## src/rtl/fifo_sync_level.sv

```systemverilog
// AXI-Stream FIFO with tid/tlast sideband, fill level and almost-full/empty flags; optional store-and-forward via FIFO_SYNC_PACKET_EN.
// Latency: a word accepted at edge k appears on m_axis after edge k+1 (empty FIFO, free output register).
// Backpressure: s_axis_tready drops on a full memory and returns one cycle after a pop; m_axis holds steady while stalled.
module fifo_sync_level #(
   parameter int DW        = 24,
   parameter int TIDW      = 8,
   parameter int N         = 16,
   parameter int AF_THRESH = 12,
   parameter int AE_THRESH = 2
) (
   input  logic                    clk,
   input  logic                    rst,
   input  logic [DW-1:0]           s_axis_tdata,
   input  logic [TIDW-1:0]         s_axis_tid,
   input  logic                    s_axis_tlast,
   input  logic                    s_axis_tvalid,
   output logic                    s_axis_tready,
   output logic [DW-1:0]           m_axis_tdata,
   output logic [TIDW-1:0]         m_axis_tid,
   output logic                    m_axis_tlast,
   output logic                    m_axis_tvalid,
   input  logic                    m_axis_tready,
   output logic [$clog2(N+1):0]    level,
   output logic                    almost_full,
   output logic                    almost_empty,
   output logic                    overflow
);

   localparam int AW = $clog2(N);
   localparam int LW = $clog2(N+1) + 1;
   localparam logic [AW:0]   CTR_ONE = (AW+1)'(1);
   localparam logic [LW-1:0] AF_L    = LW'(AF_THRESH);
   localparam logic [LW-1:0] AE_L    = LW'(AE_THRESH);
   localparam logic [LW-1:0] FULL_L  = LW'(N + 1);

   generate
      if ((N < 2) || ((N & (N - 1)) != 0)) begin : g_bad_depth
         $error("fifo_sync_level: N must be a power of 2 and >= 2");
      end
   endgenerate

   typedef struct packed {
      logic [DW-1:0]   tdata;
      logic [TIDW-1:0] tid;
      logic            tlast;
   } word_t;

   word_t       mem [N];
   word_t       rd_word, wr_word;
   word_t       out_q, out_d;
   logic        tvalid_q, tvalid_d;
   logic        ovf_q, ovf_d;
   logic [AW:0] wr_ctr_q, wr_ctr_d, rd_ctr_q, rd_ctr_d;
   logic [AW:0] fill;
   logic        empty, full, wr_en, pop, rel_ok;

   assign empty = (rd_ctr_q == wr_ctr_q);
   assign full  = (rd_ctr_q[AW] != wr_ctr_q[AW]) && (rd_ctr_q[AW-1:0] == wr_ctr_q[AW-1:0]);

   assign s_axis_tready = !full && !rst;
   assign wr_en         = s_axis_tvalid && s_axis_tready;
   assign wr_word       = '{tdata: s_axis_tdata, tid: s_axis_tid, tlast: s_axis_tlast};
   assign rd_word       = mem[rd_ctr_q[AW-1:0]];
   assign pop           = !empty && (!tvalid_q || m_axis_tready) && rel_ok;

`ifdef FIFO_SYNC_PACKET_EN
   localparam int PW = $clog2(N+1);
   localparam logic [PW-1:0] PKT_ONE = PW'(1);
   logic [PW-1:0] pkt_cnt_q, pkt_cnt_d;
   logic          wr_last, pop_last;

   always_comb begin
      wr_last   = wr_en && s_axis_tlast;
      pop_last  = pop && rd_word.tlast;
      pkt_cnt_d = pkt_cnt_q;
      if (wr_last && !pop_last)
         pkt_cnt_d = pkt_cnt_q + PKT_ONE;
      else if (!wr_last && pop_last)
         pkt_cnt_d = pkt_cnt_q - PKT_ONE;
   end

   always_ff @(posedge clk or posedge rst) begin
      if (rst) pkt_cnt_q <= '0;
      else     pkt_cnt_q <= pkt_cnt_d;
   end

   // A full memory releases anyway so a packet larger than N cannot wedge the writer.
   assign rel_ok = (pkt_cnt_q != '0) || full;
`else
   assign rel_ok = 1'b1;
`endif

   always_comb begin
      wr_ctr_d = wr_en ? wr_ctr_q + CTR_ONE : wr_ctr_q;
      rd_ctr_d = pop   ? rd_ctr_q + CTR_ONE : rd_ctr_q;
      out_d    = out_q;
      tvalid_d = tvalid_q;
      if (pop) begin
         out_d    = rd_word;
         tvalid_d = 1'b1;
      end else if (m_axis_tready) begin
         tvalid_d = 1'b0;
      end
      ovf_d = ovf_q || (s_axis_tvalid && !s_axis_tready && (level == FULL_L));
   end

   always_ff @(posedge clk or posedge rst) begin
      if (rst) begin
         wr_ctr_q <= '0;
         rd_ctr_q <= '0;
         out_q    <= '0;
         tvalid_q <= 1'b0;
         ovf_q    <= 1'b0;
      end else begin
         wr_ctr_q <= wr_ctr_d;
         rd_ctr_q <= rd_ctr_d;
         out_q    <= out_d;
         tvalid_q <= tvalid_d;
         ovf_q    <= ovf_d;
      end
   end

   always_ff @(posedge clk) begin
      if (wr_en) mem[wr_ctr_q[AW-1:0]] <= wr_word;
   end

   assign fill          = wr_ctr_q - rd_ctr_q;
   assign level         = LW'(fill) + LW'(tvalid_q);
   assign almost_full   = (level >= AF_L);
   assign almost_empty  = (level <= AE_L);
   assign overflow      = ovf_q;
   assign m_axis_tdata  = out_q.tdata;
   assign m_axis_tid    = out_q.tid;
   assign m_axis_tlast  = out_q.tlast;
   assign m_axis_tvalid = tvalid_q;

endmodule
```

## config.mk

```make
export PLATFORM = sky130hd
export DESIGN_NAME = fifo_sync_level
export DESIGN_NICKNAME = d
export VERILOG_FILES = /design/src/rtl/fifo_sync_level.sv
export SDC_FILE = /design/constraint.sdc
export NUM_CORES = 1
export LEC_CHECK = 0
export BUFFER_PORTS_ARGS = -buffer_cell sky130_fd_sc_hd__buf_4
export CAP_MARGIN = 15
export CORE_ASPECT_RATIO = 1.1
export CORE_MARGIN = 4
export CORE_UTILIZATION = 35
export CTS_CLUSTER_SIZE = 40
export DETAILED_ROUTE_END_ITERATION = 8
export PLACE_DENSITY_LB_ADDON = 0.3
export SLEW_MARGIN = 30
export SYNTH_ARGS = -nofsm -noshare
export SYNTH_HDL_FRONTEND = slang
export SYNTH_SLANG_ARGS = --single-unit
```

## constraint.sdc

```tcl
create_clock -name clk -period 15.15 [get_ports clk]
set_input_delay 1.515 -clock clk [delete_from_list [all_inputs] [get_ports clk]]
set_output_delay 1.515 -clock clk [all_outputs]
set_load 0.02 [all_outputs]
```

=== Word-level counts from Yosys, hierarchy flattened ===
Memories as Yosys holds them, arrays and structs flattened. A register that Yosys moved wholly into a read port is not among the register bits.
Cells that the tools add are included.

* Register bits: 12
* Memories: 1
* Word-level logic and storage cells: 33
* Input port bits: 37
* RAM bits: 528

* Order comparisons: 2
* Muxes and demuxes: 4
* Equal/unequal tests: 4
* Reduce and logical (&&, ||, !) cells: 14
* Add/sub/neg operators: 4

{| class="wikitable"
|+ Memory list
! name !! depth !! bits a word !! read ports !! clocked after memory_dff !! write ports !! RTL line !! RTL
|-
| mem || 16 || 33 || 1 || 1 || 1 || 48 || <nowiki>word_t mem [N];</nowiki>
|}

{| class="wikitable"
|+ Operators with widths
! cell !! number
|-
| $add A5 B1 Y5 const B || 2
|-
| $add A5 B1 Y6 || 1
|-
| $eq A6 B5 Y1 const B || 1
|-
| $ge A6 B4 Y1 const B || 1
|-
| $le A6 B2 Y1 const B || 1
|-
| $logic_and A1 B1 Y1 || 6
|-
| $eq A5 B5 Y1 || 1
|-
| $logic_not A1 Y1 || 5
|-
| $sub A5 B5 Y5 || 1
|-
| $eq A4 B4 Y1 || 1
|-
| $mux W1 || 4
|-
| $logic_or A1 B1 Y1 || 2
|-
| $reduce_bool A2 Y1 || 1
|-
| $ne A1 B1 Y1 || 1
|}

=== Depth between registers and ports, before layout ===
Gate-level depths: netlist (run 1).

* Depth in word-level cells: 8
* Gate-level depth with buffers: 11

=== Worst setup path before layout (run 1) ===
Ideal clock, no wire load.

* Kind: register to register
* From: register rd_ctr_q[1]
* To: memory mem[3][0] (netlist name), enable pin
* Setup slack: 10.001 ns
* Buffers on the path: 3
* Setup time: 0.464 ns
* Cell stages (with the launch flop): 10
* Data arrival time: 4.685 ns
* Period minus slack after synthesis: 5.149 ns
* Cells stage by stage: dfrtp_1 -> clkbuf_1 -> buf_2 -> buf_1 -> inv_1 -> ha_1 -> and4_1 -> a211oi_2 -> nand2_1 -> nor3_1

* Word-level cells in the longest chain between the ends: 7

{| class="wikitable"
|+ Ends and longest elaborated chain
! element !! RTL line !! RTL
|-
| start: declaration || 53 || <nowiki>logic [AW:0] wr_ctr_q, wr_ctr_d, rd_ctr_q, rd_ctr_d;</nowiki>
|-
| start signal: assignment || 116 || <nowiki>rd_ctr_q <= rd_ctr_d;</nowiki>
|-
| $eq A4 B4 Y1 || 58 || <nowiki>assign full = (rd_ctr_q[AW] != wr_ctr_q[AW]) && (rd_ctr_q[AW-1:0] == wr_ctr_q[AW-1:0]);</nowiki>
|-
| $logic_and A1 B1 Y1 || 58 ||
|-
| $logic_not A1 Y1 || 60 || <nowiki>assign s_axis_tready = !full && !rst;</nowiki>
|-
| $logic_and A1 B1 Y1 || 60 ||
|-
| $logic_and A1 B1 Y1 || 61 || <nowiki>assign wr_en = s_axis_tvalid && s_axis_tready;</nowiki>
|-
| $mux W1 || 124 || <nowiki>if (wr_en) mem[wr_ctr_q[AW-1:0]] <= wr_word;</nowiki>
|-
| $mux W1 (implied by the code) || 124 ||
|-
| end: declaration || 48 ||
|}

Every way passes these cells.

=== Worst setup path in the final report (run 1) ===
* From: register rd_ctr_q[2]
* To: output almost_empty

* Word-level cells in the longest chain between the ends: 3

{| class="wikitable"
|+ Ends and longest elaborated chain
! element !! RTL line !! RTL
|-
| $sub A5 B5 Y5 || 127 || <nowiki>assign fill = wr_ctr_q - rd_ctr_q;</nowiki>
|-
| $add A5 B1 Y6 || 128 || <nowiki>assign level = LW'(fill) + LW'(tvalid_q);</nowiki>
|-
| $le A6 B2 Y1 || 130 || <nowiki>assign almost_empty = (level <= AE_L);</nowiki>
|-
| end: declaration || 25 || <nowiki>output logic almost_empty,</nowiki>
|}

Every way passes these cells.

==> reports/qor.yml, run 1 <==
hold_buffers: 0
peakVddDrop_uv: 199
die_y_um: 271
cts_buffers: 54
cp.arrival_ps: 3480
ys_seq_area_share_pct: 77.2
crit_type: "register to primary output"
drt-initial-drc-count: 750
finalCritPeriodShare_pct: 33.0
insertion_delay_ps: 590
drive_gt1_share_pct: 38.3
setup_viol: 0
rsz0062_at_grt: "false"
nFillCells: 5355
yosys.area_share.simple_pct: 1.25
yosysWarnings: 0
grt_pass1_wl_um: 68800
slew_headroom_pct: 43.5
setup_tns_ps: 0
core_mm2: 0.0623
synth.area.mux_share_pct: 18.5
drt-total-wl_um: 45700
power.density_mw_per_mm2: 191
postCtsSetupBuffers: 0
clk_pin_slew_worst_paths_ps: 60
cts_buffer_depth: 3
post_cts_resized: 0
synth_edf_count: 528
status: "completed"
fmax_mhz: 200
worstHoldPathType: "register to register"
multi_input_area_mm2: 0.00487
vias: 9706
post-route-cell-area_mm2: 0.0256
layout_common_cells: "edfxtp_1, mux4_2, buf_4, clkbuf_16, dfrtp_1"
yosys.area_share.adder_pct: 0.716
drcViolationCount: 0
h-tree-depth: 2
path_max_fanout: 37
maxSlewViolCount: 0
dpl.hpwl_um: 24600
place_congestion: 0.692
start_util_pct: 35.3
rows: 96
p_total_uw: 4900
cp.required_ps: 13640
numClockSinks: 573
mappedNetlistArea_mm2: 0.0220
ys_ff_latch: 573
syn_inst: 923
cap_viol_max_count: 0
fin_nets: 1092
via_per_inst: 5.05
synth_cell_types: 38
die_width_um: 247
postRouteAntennaNets: 0
worst_pin_slew_ps: 848
avgSynthCellArea_um2: 23.8
overflow: 0
synth_flop_cell: "edfxtp_1"
synth_compound_area_share_pct: 0.540
dr.pass1.iters: 4
cts_tree: "built"
wl_per_cell_um: 23.8
grt_usage_pct: 13.8
critPathCaptureType: "primary output"
worstSetupStartpointType: "register"
grt_max_degree: 65
placed_area_mm2: 0.0238
clock_skew_ps: 8.64
grt_pass1_vias: 10400
synthXorXnorAreaFrac_pct: 0.557
io_pins: 81
final.min_clock_period_ps: 4990
antenna_found_initial: 1
io_buffers: 80
regArea_mm2: 0.0170
synthArstFlopShare_pct: 7.85
hold_viol: 0
power_leakage_uw: 0.00826
area_delta_synth_final_pct: 16.6
dieArea_mm2: 0.0669
synth_top_family_by_area: "multiplexers"
final_common_cell: "edfxtp_1"
root_buffer: "clkbuf_16"
syn_nets: 972
[sequential cells by signal, summed over array words and instances (netlist names)]
register       count
m_axis_tdata      24
m_axis_tid         8
m_axis_tlast       1
m_axis_tvalid      1
mem              528
overflow           1
rd_ctr_q           5
wr_ctr_q           5
[through the flow]
step                      setup WS [ps]  hold WS, ps  util [%]  std cells
after CTS                         10100          493      41.1       1922
after detailed placement          10760          478      38.1       1820
after global routing              10010          515      41.1       1922
final                             10160          491      41.1       1923
after floorplan                   10000          460         -        923
after global placement            10800          471      38.1       1820
[where the power goes]
group	switching [uW]	leakage (uW)	internal (uW)
logic	773	0.00204	750
clock network	585	0.000936	841
registers	88.7	0.00528	1870
[worst paths after layout]
kind / from / to / slack [ps] / cells past startpoint
min in group asynchronous: rst / overflow$_DFF_PP0_ / 780 / 2
min: overflow$_DFF_PP0_ / overflow$_DFF_PP0_ / 490 / 1
min reg2reg: overflow$_DFF_PP0_ / overflow$_DFF_PP0_ / 490 / 1
max in group asynchronous: rst / rd_ctr_q[0]$_DFFE_PP0P_ / 13420 / 3
max: rd_ctr_q[2]$_DFFE_PP0P_ / almost_empty / 10160 / 9
max reg2reg: rd_ctr_q[2]$_DFFE_PP0P_ / mem[8][24]$_DFFE_PP_ / 11130 / 8
[layout make-up]
| type | instances | share of cell area [%] |
|---|---|---|
| Inverter | 9 | 0.132 |
| Sequential cell | 573 | 66.2 |
| Clock inverter | 41 | 1.86 |
| Tap cell | 833 | 4.06 |
| Antenna cell | 1 | 0.00976 |
| Timing Repair Buffer | 109 | 3.22 |
| Multi-Input combinational cell | 296 | 19.0 |
| Clock buffer | 61 | 5.49 |
[synth_stat cells (8+ instances only)]
master / instances / area (um^2)
inv_1: 8 / 30.0
mux4_2: 165 / 3720
edfxtp_1: 528 / 15900
ha_1: 11 / 138
clkbuf_1: 23 / 86.3
xnor2_1: 9 / 78.8
dfrtp_1: 45 / 1130
buf_2: 8 / 40.0
buf_6: 8 / 90.1
nand2_1: 15 / 56.3
mux2_2: 32 / 360
nor2_1: 14 / 52.6
[routing by layer]
layer  vias up  share of wire, %  GRT usage [%]
met1      5274                43           19.0
met4         0               2.2           3.52
li1       4151                 -              -
met5         -                 0              0
met3        75               4.8           2.70
met2       206                50           22.6
[kinds of logic (layout without fill, tap and decap cells)]
family | count (synthesis) | count (layout)
AO/OA/AOI/OAI | 17 | 17
other | 0 | 1
XOR/XNOR | 14 | 14
buffers and inverters | 54 | 220
multiplexers | 197 | 197
AND/OR/NAND/NOR | 56 | 56
flip-flops | 573 | 573
adder cells (fa/ha/maj) | 12 | 12
[critical path, cell delays in order (launching register included)]
cell,delay [ps]
dfrtp_2,340
buf_4,570
inv_1,100
ha_1,400
and3b_1,230
or3_1,440
and2_1,240
a41o_1,250
and3b_1,160
buf_4,150
Note: power is estimated with default switching activity, not from simulation.
==> inputs of run 2 (changes only) <==
Clock period 15.15 ns to 5.15 ns, I/O delays scaled along.
==> reports/qor.yml, run 2 (synthesis gave the netlist of run 1 again) <==
status: "completed"
setup_tns_ps: 0
critPathBufInv: 1
grt_usage_pct: 14.7
p_comb_share_pct: 32.8
maxSlewViolCount: 0
crit_type: "register to register"
p_int_uw: 9830
worstSetupStartpointType: "register"
hold_buffers: 1
insertion_delay_ps: 590
grt.met2_usage_pct: 24.0
cts_tree: "built"
cpPeakStageDelay_ps: 820
cts_buffers: 53
switching_share_pct: 30.1
peakVddDrop_uv: 540
power_switching_uw: 4240
clk_pin_slew_worst_paths_ps: 60
drt-total-wl_um: 49000
largest_register_ffs: 528
io_buffers: 80
wl_per_cell_um: 25.4
dieArea_mm2: 0.0669
post_cts_resized: 0
crit_slowest_cell: "nor2_4"
reg2reg_slack_ps: 1300
rows: 96
min_from: "s_axis_tdata[16]"
utilization_pct: 41.1
fmax_mhz: 260
setup_viol: 0
drt-initial-drc-count: 830
r2r.worst_path.cells: 6
p_clk_share_pct: 26.6
final.min_clock_period_ps: 3850
root_buffer: "clkbuf_16"
cp.required_ps: 5390
place_congestion: 0.723
vias: 9933
final_common_cell: "edfxtp_1"
overflow: 0
hold_viol: 0
fin_nets: 1097
clock_skew_ps: 31.5
area_delta_synth_final_pct: 16.5
die_width_um: 247
grt_pass1_wl_um: 72200
use_met3_pct: 2.69
grt_pass1_vias: 10400
worstHoldPathCells: 1
postCtsSetupBuffers: 0
drcViolationCount: 0
numClockSinks: 573
min_to: "mem[7][25]$_DFFE_PP_"
dr.pass1.iters: 5
crit_chain: "ha_1 > and4_1 > a211oi_2 > nand2_1 > nor2_4 > buf_4"
layout_common_cells: "edfxtp_1, mux4_2, buf_4, clkbuf_16, dfrtp_1"
cap_viol_max_count: 0
via_per_inst: 5.15
grt_util_met1_pct: 20.6
cpLargestDelayFamily: "simple AND/OR/NAND/NOR gates"
finalCritPeriodShare_pct: 74.8
worst_pin_slew_ps: 986
start_util_pct: 35.3
grt_max_degree: 73
dpl.hpwl_um: 28000
cp.arrival_ps: 4090
postRouteAntennaNets: 0
path_max_fanout: 20
die_y_um: 271
slew_headroom_pct: 34.3
worstHoldPathType: "input port to register"
p_seq_share_pct: 40.6
top_usage_layer: "met2"
rsz0062_at_grt: "false"
h-tree-depth: 2
io_pins: 81
critPathCaptureType: "register"
core_mm2: 0.0623
cts_buffer_depth: 3
antenna_found_initial: 1
r2r_start: "wr_ctr_q[2]$_DFFE_PP0P_"
drive_gt1_share_pct: 37.0
r2r-end: "mem[5][8]$_DFFE_PP_"
power_leakage_uw: 0.00820
power.density_mw_per_mm2: 549
-- run 2: metrics by stage --
step	cell area [um^2]	power [uW]	setup WS (ps)	std cells	hold slack [ps]
after global routing	25600	14800	1100	1926	213
after global placement	23700	10400	1320	1817	390
after floorplan	22000	9030	1.06	923	460
after detailed placement	24000	10500	1300	1825	393
final	25600	14100	1300	1927	223
after CTS	25600	14300	1280	1926	193
-- run 2: final cells by class --
class | count | area (um^2)
Fill cell | 5350 | 36700
Antenna cell | 1 | 2.50
Multi-Input combinational cell | 296 | 4870
Tap cell | 833 | 1040
Clock buffer | 86 | 1540
Clock inverter | 14 | 118
Timing Repair Buffer | 115 | 1030
Sequential cell | 573 | 17000
Inverter | 9 | 33.8
-- run 2: how the worst max path moves through the flow --
| stage | cells after the start | slack, ps | to | start |
|---|---|---|---|---|
| 2_1_floorplan | 9 | 1 | mem[3][0]$_DFFE_PP_ | rd_ctr_q[1]$_DFFE_PP0P_ |
| 3_3_place_gp | 5 | 1320 | mem[11][32]$_DFFE_PP_ | wr_ctr_q[2]$_DFFE_PP0P_ |
| 3_5_place_dp | 6 | 1300 | mem[5][5]$_DFFE_PP_ | wr_ctr_q[2]$_DFFE_PP0P_ |
| 4_1_cts | 6 | 1280 | mem[5][3]$_DFFE_PP_ | wr_ctr_q[2]$_DFFE_PP0P_ |
| 5_1_grt | 6 | 1100 | mem[5][8]$_DFFE_PP_ | wr_ctr_q[2]$_DFFE_PP0P_ |
| 6_report | 6 | 1300 | mem[5][8]$_DFFE_PP_ | wr_ctr_q[2]$_DFFE_PP0P_ |
-- run 2: power by group through the flow --
stage          clock [uW]  sequential (uW)  combinational (uW)
2_1_floorplan           0             5880                3150
3_3_place_gp            0             5810                4640
3_5_place_dp            0             5820                4700
4_1_cts              3840             5720                4720
5_1_grt              4030             5750                4980
6_report             3740             5720                4610
-- run 2: layer usage --
layer	wire [um]	share of wire [%]
met1	21200	43
met2	24300	50
met4	870	1.8
met3	2620	5.3
met5	13	0.027
